--- config.mk ---
export PLATFORM = sky130hd
export DESIGN_NAME = ps2_keyboard_rx
export DESIGN_NICKNAME = d
export VERILOG_FILES = /design/src/rtl/ps2_keyboard_rx.sv
export SDC_FILE = /design/constraint.sdc
export NUM_CORES = 1
export LEC_CHECK = 0
export ABC_AREA = 0
export CAP_MARGIN = 15
export CORE_UTILIZATION = 58
export DETAILED_ROUTE_END_ITERATION = 16
export PLACE_DENSITY = 0.78
export SETUP_SLACK_MARGIN = 0.4
export SLEW_MARGIN = 10
export SYNTH_ARGS = -nofsm -noshare
export SYNTH_HDL_FRONTEND = slang
export SYNTH_SLANG_ARGS = --single-unit
--- constraint.sdc ---
create_clock -name CLOCK -period 2.43 [get_ports CLOCK]
set_input_delay 0.3645 -clock CLOCK [delete_from_list [all_inputs] [get_ports CLOCK]]
set_output_delay 0.3645 -clock CLOCK [all_outputs]
set_load 0.05 [all_outputs]
--- src/rtl/ps2_keyboard_rx.sv ---
// PS/2 keyboard receiver: synchronizes and de-glitches the PS/2 pins, deserializes
// 11-bit device-to-host frames and folds E0/F0 prefixes into flags on each key event.
module ps2_keyboard_rx #(
  parameter int FILTER  = 8,
  parameter int TIMEOUT = 25000
) (
  input  logic       CLOCK,
  input  logic       RESET_N,
  input  logic       PS2_CLK,
  input  logic       PS2_DAT,
  output logic [7:0] CODE,
  output logic       EXTENDED,
  output logic       RELEASE,
  output logic       READY,
  output logic       ERROR
);

  localparam int FW = $clog2(FILTER + 1);
  localparam int TW = $clog2(TIMEOUT + 1);
  localparam logic [FW-1:0] FILT_MAX = FW'(FILTER - 1);
  localparam logic [TW-1:0] TO_MAX   = TW'(TIMEOUT - 1);

  typedef enum logic [1:0] {
    ST_IDLE,
    ST_DATA,
    ST_PARITY,
    ST_STOP
  } state_t;

  logic          clk_meta, clk_sync, dat_meta, dat_sync;
  logic          clk_filt;
  logic [FW-1:0] filt_cnt;
  logic          fall;

  state_t        state;
  logic [2:0]    bit_cnt;
  logic [7:0]    shreg;
  logic          parity_bit;
  logic [TW-1:0] to_cnt;
  logic          ext_flag, rel_flag;

  // Two-flop synchronizers; idle PS/2 lines are high, so reset to 1.
  // NOTE: all sequential state uses non-blocking assignments so every flop
  // samples the pre-edge value of its neighbours, exactly as the hardware does.
  always_ff @(posedge CLOCK or negedge RESET_N) begin
    if (!RESET_N) begin
      clk_meta <= 1'b1;
      clk_sync <= 1'b1;
      dat_meta <= 1'b1;
      dat_sync <= 1'b1;
    end else begin
      clk_meta <= PS2_CLK;
      clk_sync <= clk_meta;
      dat_meta <= PS2_DAT;
      dat_sync <= dat_meta;
    end
  end

  // Filtered clock follows the synced level only after FILTER consecutive
  // differing samples; fall is a one-cycle pulse as the filtered level drops.
  always_ff @(posedge CLOCK or negedge RESET_N) begin
    if (!RESET_N) begin
      clk_filt <= 1'b1;
      filt_cnt <= '0;
      fall     <= 1'b0;
    end else begin
      fall <= 1'b0;
      if (clk_sync == clk_filt) begin
        filt_cnt <= '0;
      end else if (filt_cnt == FILT_MAX) begin
        clk_filt <= clk_sync;
        filt_cnt <= '0;
        fall     <= ~clk_sync;
      end else begin
        filt_cnt <= filt_cnt + 1'b1;
      end
    end
  end

  // Frame FSM with registered outputs; READY/ERROR default low each cycle.
  always_ff @(posedge CLOCK or negedge RESET_N) begin
    if (!RESET_N) begin
      state      <= ST_IDLE;
      bit_cnt    <= '0;
      shreg      <= '0;
      parity_bit <= 1'b0;
      to_cnt     <= '0;
      ext_flag   <= 1'b0;
      rel_flag   <= 1'b0;
      CODE       <= '0;
      EXTENDED   <= 1'b0;
      RELEASE    <= 1'b0;
      READY      <= 1'b0;
      ERROR      <= 1'b0;
    end else begin
      READY <= 1'b0;
      ERROR <= 1'b0;
      if (state == ST_IDLE) begin
        to_cnt <= '0;
        if (fall && !dat_sync) begin
          state   <= ST_DATA;
          bit_cnt <= '0;
        end
      end else if (fall) begin
        // An edge always takes priority over a timeout in the same cycle.
        to_cnt <= '0;
        case (state)
          ST_DATA: begin
            shreg   <= {dat_sync, shreg[7:1]};
            bit_cnt <= bit_cnt + 1'b1;
            if (bit_cnt == 3'd7) state <= ST_PARITY;
          end
          ST_PARITY: begin
            parity_bit <= dat_sync;
            state      <= ST_STOP;
          end
          default: begin
            state <= ST_IDLE;
            if (dat_sync && (^{shreg, parity_bit})) begin
              case (shreg)
                8'hE0:   ext_flag <= 1'b1;
                8'hF0:   rel_flag <= 1'b1;
                default: begin
                  CODE     <= shreg;
                  EXTENDED <= ext_flag;
                  RELEASE  <= rel_flag;
                  READY    <= 1'b1;
                  ext_flag <= 1'b0;
                  rel_flag <= 1'b0;
                end
              endcase
            end else begin
              ERROR    <= 1'b1;
              ext_flag <= 1'b0;
              rel_flag <= 1'b0;
            end
          end
        endcase
      end else if (to_cnt == TO_MAX) begin
        state    <= ST_IDLE;
        to_cnt   <= '0;
        ERROR    <= 1'b1;
        ext_flag <= 1'b0;
        rel_flag <= 1'b0;
      end else begin
        to_cnt <= to_cnt + 1'b1;
      end
    end
  end

endmodule

==> impl_results.md, run 1 <==
- Status: complete, no violations
- Leakage: approximately 1.3 nW
- Post-synthesis sequential area ratio: about 55%
- Total Neg Setup Slack: 0 ns
- Antenna Cells: 0
- Crit path kind: reg -> reg
- Maximum vdd drop: 399.1 uV
- Biggest area consumer among synthesized cells: dfrtp_1
- Layout area overhead: 15.82%
- Unrepaired setup endpoints after global routing: yes
- Complex-gate fraction of the synthesized area: under 10%
- Fmax: around 460 MHz
- Initial antenna violation count: 0
- CTS tree: yes
- Syn_area_per_cell: between 10 and 15 um^2
- Detailed Routing Iterations Pass 1: 4
- Tmin final: 2.167 ns
- Power Total: ~1.5 mW
- Yosys top cell area share: between 40% and 50%
- Row count: 23
- Root Driver: clkbuf_8
- # H-tree levels: 2
- Routed WL: 4461 um
- Critical Path RT: between 2 and 3 ns
- Clk_skew: ~0.005 ns
- GRT overflow: 0
- Adder-cell share of the synthesized area: around 4%
- Die area: around 4400 um^2
- CP max FO: 10
- Endpoints failing setup: 0
- Setup crit end kind: flop
- Max incr delay on CP: approximately 0.64 ns
- Commonest cells post-synth: dfrtp_1 (48), nor2_1 (20), mux2_2 (18), nand2_1 (15), xnor2_1 (14)
- Clock Latency Late Sink: around 0.3 ns
- Power Density: around 550 nW/um^2
- Count of different cell masters after synthesis: 38
- Post-CTS Hold Buffers: 0
- TritonCTS Buffers: 5
- Critical-path top delay cell: nor4_1
- GPL Wtd Cong: between 0.8 and 0.9
- Via density per instance: 5.611
- Synth Area in Simple Gates: around 16%
- Fraction of synthesized area in multiplexers: under 10%
- DRT iter0 DRCs: 100
- Clock Sinks: 53
- Mapped Area: around 2400 um^2
- Routed vias: roughly 1600
- Crit path launch type: flop
- Post-Syn Nets: around 210
- Slew @ Worst Pin: 0.8417 ns
- Ratio of cells with drive above 1 in the final layout: 22.61%
- Hpwl dp: between 3000 and 4000 um
- Xor-xnor portion of the synthesized cell area: 8.505%
- Primary FF master, synth: dfrtp_1
- Worst EP arrival: 2.35 ns
- Post-route DRC: 0
- Fin crit share: 89.18%
- Count of final hold-check violations: 0
- Io pins: 16
- WP buf/inv: 0
- Die height: between 60 and 70 um
- Top-count cell post-synth: dfrtp_1
- Post-DRT Antenna Nets: 0
- Final #Nets: roughly 240
- CP cell instances: nand4b_1, nor4_1, nor2b_1, nand4_4, mux2_2
- HP Class: in -> async
- Synth warn: 0
- Synth Register Bits: between 50 and 60
- I/O Buffers: 15
- Largest net degree at the start of global routing: 40
- Clk pin slew, worst setup/hold paths: 0.09 ns
- # Max-Cap Violations: 0
- Vias in the first global route: around 1600
- Syn Inst Count: ~200
- Rel. slew slack: a little over two fifths
- Final Max Slew Viols: 0
- Initial Utilization: ~60%
- First-pass GRT wire length: between 7000 and 8000 um
- CP top delay family: simple AND/OR/NAND/NOR gates
- Core box area: about 4000 um^2
- Die width: between 60 and 70 um
- Bufs on Longest Clock Path: 2
- Synth area leaders: dfrtp_1 (49%), mux2_2 (8.4%), dfstp_2 (5.4%)
- Fill cells: about 280
- Post-synth EDFFs: 0
- Post-synth ARST share: 100.0%
- Largest family of logic cells by synthesized area: simple AND/OR/NAND/NOR gates
- GR Util All Layers: about a quarter
- Wire per inst: roughly 16 um
-- logic make-up after synthesis --
group           count (synthesis)
mux                            22
fa+ha+maj                       8
buf+inv                         9
xor+xnor                       22
compound gates                 14
flops                          53
simple gates                   73
-- state kept, by name, summed over array words and instances, names as in the netlist, 2 cells and up --
name,count
to_cnt,15
shreg,8
state,2
filt_cnt,4
CODE,8
bit_cnt,3
-- power breakdown --
part / switching [mW] / internal [mW] / total (mW)
registers: 0.0239 / 0.919 / 0.943
logic: 0.0443 / 0.0390 / 0.0833
clock network: 0.263 / 0.258 / 0.521
total: 0.331 / 1.22 / 1.55
-- routing by layer --
layer / GRT usage [%] / share of wire, % / up-vias
li1: - / - / 746
met3: 5.479 / 2.6 / 10
met4: 10.37 / 2.1 / 0
met2: 39.77 / 53 / 29
met1: 27.78 / 42 / 786
met5: 0 / 0 / -
-- timing repair --
action / 4_1_cts / 5_1_grt
gates cloned: 0 / 0
hold endpoints to repair: 0 / 0
gates resized for setup: 3 / 2
pin swaps: 3 / 3
buffers inserted: 6 / 1
setup endpoints to repair: 29 / 36
-- worst reg2reg max path, delay by kind of cell, from the launching register on --
family / cells / cell delay (ns)
and+or+nand+nor: 4 / 1.24
DFF: 1 / 0.44
muxes: 1 / 0.37
-- cell type report --
| type | count | area (um^2) | area share (%) |
|---|---|---|---|
| inverters | 5 | 18.77 | 0.6676 |
| clock inverters | 1 | 5.005 | 0.1780 |
| well taps | 50 | 62.56 | 2.225 |
| clock buffers | 7 | 96.34 | 3.427 |
| repair buffers | 25 | 220.2 | 7.833 |
| flip-flops and latches | 53 | 1333 | 47.40 |
| multi-input cells | 139 | 1076 | 38.27 |
-- final timing paths --
path,start,endpoint,slack [ns],cells after the start
max reg2reg,shreg[3],CODE[1],0.26,5
min reg2reg,dat_meta,dat_sync,0.36,0
min in group CLOCK,dat_meta,dat_sync,0.36,0
max in group asynchronous,RESET_N,to_cnt[11],1.62,2
min,RESET_N,bit_cnt[0],0.17,1
max,shreg[3],CODE[1],0.26,5
-- placed cells by master, fill, tap and decap left out, types with 2 or more instances in the layout --
master and n:
o21ai_0 3, clkbuf_8 7, a21oi_1 5, xor2_1 7
nor3_1 4, and3_1 3, buf_4 10, a31oi_1 3
clkdlybuf4s50_1 14, nor2_1 20, nand4b_1 2, inv_1 5
ha_1 8, nor2b_1 6, mux2i_1 4, nand2_1 14
nand4_1 2, dfrtp_1 48, nand3_1 7, xnor2_1 13
or4b_1 2, mux2_2 18, nor3b_1 2, dfstp_2 5
-- through the flow --
stage | util, % | hold slack (ns) | cell area [um^2] | worst slack, ns | cells
after floorplan | - | 0.06891 | 2427 | 0.4074 | 201
after global placement | 65.75 | 0.3455 | 2630 | 0.2481 | 265
after detailed placement | 65.75 | 0.3505 | 2630 | 0.1989 | 265
after CTS | 69.88 | 0.1815 | 2795 | 0.3045 | 279
after global routing | 70.28 | 0.2336 | 2811 | 0.2177 | 280
final | 70.28 | 0.1691 | 2811 | 0.2630 | 280
No activity file was read; power rests on OpenSTA's default activity.
==> run 2, diff against run 1 <==
--- a/config.mk
+++ b/config.mk
@@ -7,9 +7,9 @@
 export LEC_CHECK = 0
 export ABC_AREA = 0
 export CAP_MARGIN = 15
-export CORE_UTILIZATION = 58
+export CORE_UTILIZATION = 52
 export DETAILED_ROUTE_END_ITERATION = 16
-export PLACE_DENSITY = 0.78
+export PLACE_DENSITY = 0.74
 export SETUP_SLACK_MARGIN = 0.4
 export SLEW_MARGIN = 10
 export SYNTH_ARGS = -nofsm -noshare
==> constraint.sdc (replaced) <==
create_clock -name CLOCK -period 1.9 [get_ports CLOCK]
set_input_delay 0.285 -clock CLOCK [delete_from_list [all_inputs] [get_ports CLOCK]]
set_output_delay 0.285 -clock CLOCK [all_outputs]
set_load 0.05 [all_outputs]
==> run 2 against run 1 <==
Flip-flop and latch count unchanged. Die area grew 11%. The run now ends with setup timing left. Final cell count up 6.4%. First-iteration DRC count fell by 30%.
==> impl_results.md, run 2 (synthesis results as in run 1) <==
- Core box area: approximately 4400 um^2
- Slew @ Worst Pin: ~0.66 ns
- Post-route DRC: 0
- Status: finished with violations
- Placed cells: 285
- # Max-Cap Violations: 0
- Vias in the first global route: 1780
- Wire per inst: 15.13 um
- Layout Cells excl Fill: roughly 300
- Root Driver: clkbuf_8
- Post-CTS Hold Buffers: 0
- CP max FO: 3
- Max FFs per register: 15
- DRT iter0 DRCs: 70
- Failing checks: setup timing
- GR Util All Layers: 19.63%
- TritonCTS Buffers: 5
- Endpoints failing setup: 28
- Clock Sinks: 53
- Critical Path RT: between 2 and 2.5 ns
- Setup crit end kind: flop
- Clock group share of total power: a little over a third
- Crit path kind: reg -> reg
- Leakage: ~1.4 nW
- Tmin final: 2.116 ns
- Largest registers: to_cnt: 15 flops, CODE: 8 flops, shreg: 8 flops
- Initial Utilization: around 55%
- Area after DPL: approximately 2800 um^2
- Design area: around 3000 um^2
- Clock Latency Late Sink: roughly 0.31 ns
- Die height: around 70 um
- Die area: between 4000 and 5000 um^2
- CTS tree: yes
- Routed vias: 1634
- Io pins: 16
- Crit path launch type: flop
- Post-DRT Antenna Nets: 0
- Unrepaired setup endpoints after global routing: yes
- GPL Wtd Cong: 0.7790
- Net Sw Frac: a little over a fifth
- Most frequent cells in the layout: dfrtp_1 (48), buf_4 (24), mux2_2 (18), nor2_1 (15)
- First-pass GRT wire length: between 7000 and 8000 um
- Hpwl dp: just over 3000 um
- Clk_skew: 0.005944 ns
- Routed WL: about 4500 um
- I/O Buffers: 15
- Via density per instance: between 5 and 6
- Sequential power share: 58.3%
- Count of final hold-check violations: 0
- Die width: between 70 and 80 um
- Final #Nets: between 200 and 300
- Clk pin slew, worst setup/hold paths: roughly 0.09 ns
- Fill cells: roughly 330
- Fmax: 472.7 MHz
- Int Pwr: between 1.5 and 2 mW
- Net Sw Power: ~0.45 mW
- Ratio of cells with drive above 1 in the final layout: 31.30%
- Final core utilization: 68.20%
- # H-tree levels: 2
- Detailed Routing Iterations Pass 1: 4
- Final Max Slew Viols: 0
- Initial antenna violation count: 0
- Largest net degree at the start of global routing: 54
- Antenna Cells: 0
- Maximum vdd drop: approximately 660 uV
- GRT overflow: 0
- Row count: 24
- Fin crit share: 111.3%
- Rel. slew slack: between 50 and 60%
- Leading cell type in the layout, fill and taps excluded: dfrtp_1
- Power Density: 688.3 nW/um^2
- PnR worst setup slack: -0.2156 ns
- Combinational group share of total power: under 10%
- Bufs on Longest Clock Path: 2
- Worst EP arrival: roughly 2.4 ns
- Reg with most FFs: to_cnt
- HP Class: in -> async
- Layout area overhead: 24.02%
run 2: cell count changes in the layout (fill, tap and decap cells not counted), moves of 2 or more:
| cell | delta |
|---|---|
| ha_1 | -2 |
| clkdlybuf4s15_1 | +6 |
| ha_2 | +2 |
| nor2_2 | +5 |
| nor2_1 | -5 |
| clkdlybuf4s50_1 | -12 |
| clkbuf_8 | -2 |
| nand2_4 | +2 |
| dlygate4sd2_1 | +5 |
| buf_4 | +14 |
run 2: repair_timing:
| item | CTS | global route |
|---|---|---|
| gates resized for setup | 16 | 16 |
| gates cloned | 0 | 1 |
| hold endpoints to repair | 0 | 0 |
| setup buffers | 1 | 3 |
| pin swaps | 1 | 3 |
| setup endpoints to repair | 50 | 46 |
run 2: metrics by stage:
step / power (mW) / TNS [ns] / worst slack [ns] / hold WS (ns)
after floorplan: 1.285 / -1.037 / -0.1226 / -0.01059
after global placement: 1.321 / -1.213 / -0.1335 / 0.3462
after detailed placement: 1.339 / -1.911 / -0.2191 / 0.3481
after CTS: 2.084 / -2.502 / -0.2210 / 0.1055
after global routing: 2.145 / -5.814 / -0.2980 / 0.1377
final: 2.072 / -3.537 / -0.2156 / 0.08592
run 2: critical path, stage by stage, from the launching register on:
cell and delay (ns):
dfrtp_1 0.38, or4b_1 0.53, or4_4 0.53, nor2b_4 0.15, a221oi_4 0.23, mux2i_1 0.23
run 2: worst paths after layout:
path                                start           to  slack, ns  cells after the start
worst max-delay path            to_cnt[4]     state[1]      -0.22                      5
worst min-delay path              RESET_N     state[1]       0.09                      2
worst max register to register  to_cnt[4]     state[1]      -0.22                      5
worst min register to register   clk_meta     clk_sync       0.36                      0
max in group asynchronous         RESET_N  filt_cnt[0]       1.38                      2
min in group CLOCK               clk_meta     clk_sync       0.36                      0
run 2: layout make-up:
type / count / area, um^2 / area share, %
Tap cell: 52 / 65.06 / 2.161
Clock inverter: 2 / 38.79 / 1.288
Sequential cell: 53 / 1333 / 44.26
Timing Repair Buffer: 41 / 359.1 / 11.93
Clock buffer: 6 / 72.57 / 2.411
Inverter: 5 / 18.77 / 0.6234
Multi-Input combinational cell: 139 / 1124 / 37.32
run 2: power groups by stage:
stage / clock network (mW) / logic (mW) / registers [mW]
2_1_floorplan: 0 / 0.0648 / 1.22
3_3_place_gp: 0 / 0.0971 / 1.22
3_5_place_dp: 0 / 0.109 / 1.23
4_1_cts: 0.766 / 0.109 / 1.21
5_1_grt: 0.813 / 0.117 / 1.22
6_report: 0.759 / 0.105 / 1.21
run 2: metal layers:
metal  GRT usage [%]  up-vias  part of all wire, %
met2           36.61       26                   54
li1                -      777                    -
met1           21.80      820                   42
met4           7.778        0                  2.1
met5               0        -                    0
met3           3.463       11                  2.2
==> run 3, diff against run 2 <==
--- a/config.mk
+++ b/config.mk
@@ -7,9 +7,9 @@
 export LEC_CHECK = 0
 export ABC_AREA = 0
 export CAP_MARGIN = 15
-export CORE_UTILIZATION = 52
+export CORE_UTILIZATION = 60
 export DETAILED_ROUTE_END_ITERATION = 16
-export PLACE_DENSITY = 0.74
+export PLACE_DENSITY = 0.81
 export SETUP_SLACK_MARGIN = 0.4
 export SLEW_MARGIN = 10
 export SYNTH_ARGS = -nofsm -noshare
==> constraint.sdc (replaced) <==
create_clock -name CLOCK -period 2.49 [get_ports CLOCK]
set_input_delay 0.3735 -clock CLOCK [delete_from_list [all_inputs] [get_ports CLOCK]]
set_output_delay 0.3735 -clock CLOCK [all_outputs]
set_load 0.05 [all_outputs]
==> run 3 against run 2 <==
The flow now finishes without violations. Routed wire length is 0.33% lower. Register-to-register slack better by 0.52 ns. Via count is 3.3% lower. Critical endpoint is now state[0]. Largest cell class unchanged.
==> impl_results.md, run 3 (synthesis results as in run 1) <==
- Net Sw Power: about 0.35 mW
- Final Max Slew Viols: 0
- Layout Cells excl Fill: around 280
- Post-DRT Antenna Nets: 0
- Routed vias: roughly 1600
- Total Neg Setup Slack: 0 ns
- Setup crit end kind: flop
- DRT iter0 DRCs: between 100 and 150
- Critical Path RT: 2.72 ns
- I/O Buffers: 15
- Clk pin slew, worst setup/hold paths: around 0.1 ns
- HP Class: in -> async
- Reg with most FFs: to_cnt
- Rel. slew slack: 36.99%
- Clock Sinks: between 50 and 60
- Fmax: 457.3 MHz
- Antenna Cells: 0
- CTS tree: yes
- Core box area: around 3800 um^2
- Crit path kind: reg -> reg
- Status: complete, no violations
- Tmin final: approximately 2.2 ns
- Wire per inst: between 15 and 20 um
- Leading cell type in the layout, fill and taps excluded: dfrtp_1
- Placed cells: roughly 260
- Die area: 4304 um^2
- Clk_skew: 0.009667 ns
- Ratio of cells with drive above 1 in the final layout: 21.05%
- First-pass GRT wire length: between 7000 and 8000 um
- Sequential power share: between 60 and 70%
- Most frequent cells in the layout: dfrtp_1 (48), nor2_1 (20), mux2_2 (18), nand2_1 (14), clkdlybuf4s50_1 (14)
- Int Pwr: between 1 and 1.5 mW
- Unrepaired setup endpoints after global routing: yes
- Routed WL: 4495 um
- Endpoints failing setup: 0
- Clock group share of total power: 32.6%
- Post-route DRC: 0
- Maximum vdd drop: around 470 uV
- Detailed Routing Iterations Pass 1: 4
- CP max FO: 3
- Slew @ Worst Pin: approximately 0.95 ns
- Leakage: between 1 and 1.5 nW
- Combinational group share of total power: 5.3%
- Clock Latency Late Sink: between 0.3 and 0.4 ns
- WHS: roughly 0.20 ns
- TritonCTS Buffers: 5
- Place WS: ~0.27 ns
- Net Sw Frac: between 20% and 30%
- Largest net degree at the start of global routing: 45
- Die height: between 60 and 70 um
- Worst EP arrival: about 2.4 ns
- Hpwl dp: 2939 um
- Largest registers: to_cnt: 15 flops, CODE: 8 flops, shreg: 8 flops
- # H-tree levels: 2
- Count of final hold-check violations: 0
- Io pins: 16
- Bufs on Longest Clock Path: 2
- # Max-Cap Violations: 0
- Row count: 22
- PnR worst setup slack: between 0.3 and 0.4 ns
- Die width: between 60 and 70 um
- Via density per instance: approximately 5.7
- Final #Nets: between 200 and 250
- GRT overflow: 0
- GR Util All Layers: a little under a quarter
- Power Density: ~530 nW/um^2
- Crit path launch type: flop
- Initial Utilization: between 60% and 70%
- Vias in the first global route: ~1500
- Fill cells: about 250
- Initial antenna violation count: 0
- Root Driver: clkbuf_8
- Fin crit share: 87.83%
- GPL Wtd Cong: 0.8014
- Max FFs per register: 15
- Layout area overhead: 15.00%
[run 3: cell count changes in the layout (fill, tap and decap cells not counted), moves of 2 or more]
cell / delta
clkdlybuf4s50_1: +12
nor2_2: -5
ha_1: +2
ha_2: -2
clkdlybuf4s15_1: -6
buf_4: -17
dlygate4sd2_1: -5
nor2_1: +5
[run 3: timing repair]
item,CTS,global route
setup buffers,6,0
pin swaps,2,0
gates resized for setup,3,3
hold buffers,0,0
endpoints found under the setup margin,28,32
cloned,0,1
[run 3: power by group through the flow]
stage | clock network, mW | logic, mW | registers, mW
floorplan | 0 | 0.0494 | 0.931
global placement | 0 | 0.0746 | 0.934
detailed placement | 0 | 0.0814 | 0.939
CTS | 0.489 | 0.0816 | 0.922
global route | 0.528 | 0.0898 | 0.926
finish | 0.485 | 0.0787 | 0.922
[run 3: per-stage QoR]
step                      cell area, um^2  util [%]  power [mW]
after floorplan                      2427         -      0.9804
after global placement               2613     69.28       1.008
after detailed placement             2613     69.28       1.020
after CTS                            2755     73.06       1.493
after global routing                 2791     74.02       1.544
final                                2791     74.02       1.485
[run 3: path summary, 6_finish.rpt]
path                       startpoint         end  slack (ns)  depth (start not counted)
min in group CLOCK           clk_meta    clk_sync        0.36                          0
max reg2reg                 to_cnt[6]    state[0]        0.30                          5
max in group asynchronous     RESET_N  to_cnt[14]        1.59                          2
min                           RESET_N    shreg[2]        0.20                          1
min reg2reg                  clk_meta    clk_sync        0.36                          0
max                         to_cnt[6]    state[0]        0.30                          5
[run 3: routing by layer]
layer / share of wire (%) / track usage (%) / up-vias
li1: - / - / 747
met1: 44 / 28.72 / 776
met2: 49 / 36.73 / 46
met3: 5.0 / 6.076 / 11
met4: 2.2 / 9.511 / 0
met5: 0 / 0 / -
[run 3: cell type report]
| class | count | area [um^2] | share of cell area, % |
|---|---|---|---|
| Inverter | 5 | 18.77 | 0.6723 |
| Timing Repair Buffer | 22 | 197.7 | 7.082 |
| Clock inverter | 2 | 13.76 | 0.4931 |
| Tap cell | 48 | 60.06 | 2.151 |
| Sequential cell | 53 | 1333 | 47.74 |
| Multi-Input combinational cell | 140 | 1096 | 39.26 |
| Clock buffer | 6 | 72.57 | 2.600 |
[run 3: critical path, cell delays in order (launching register included)]
cell,delay (ns)
dfrtp_1,0.41
or4b_4,0.54
or4_4,0.49
nor2b_4,0.15
a221oi_4,0.26
mux2i_1,0.24
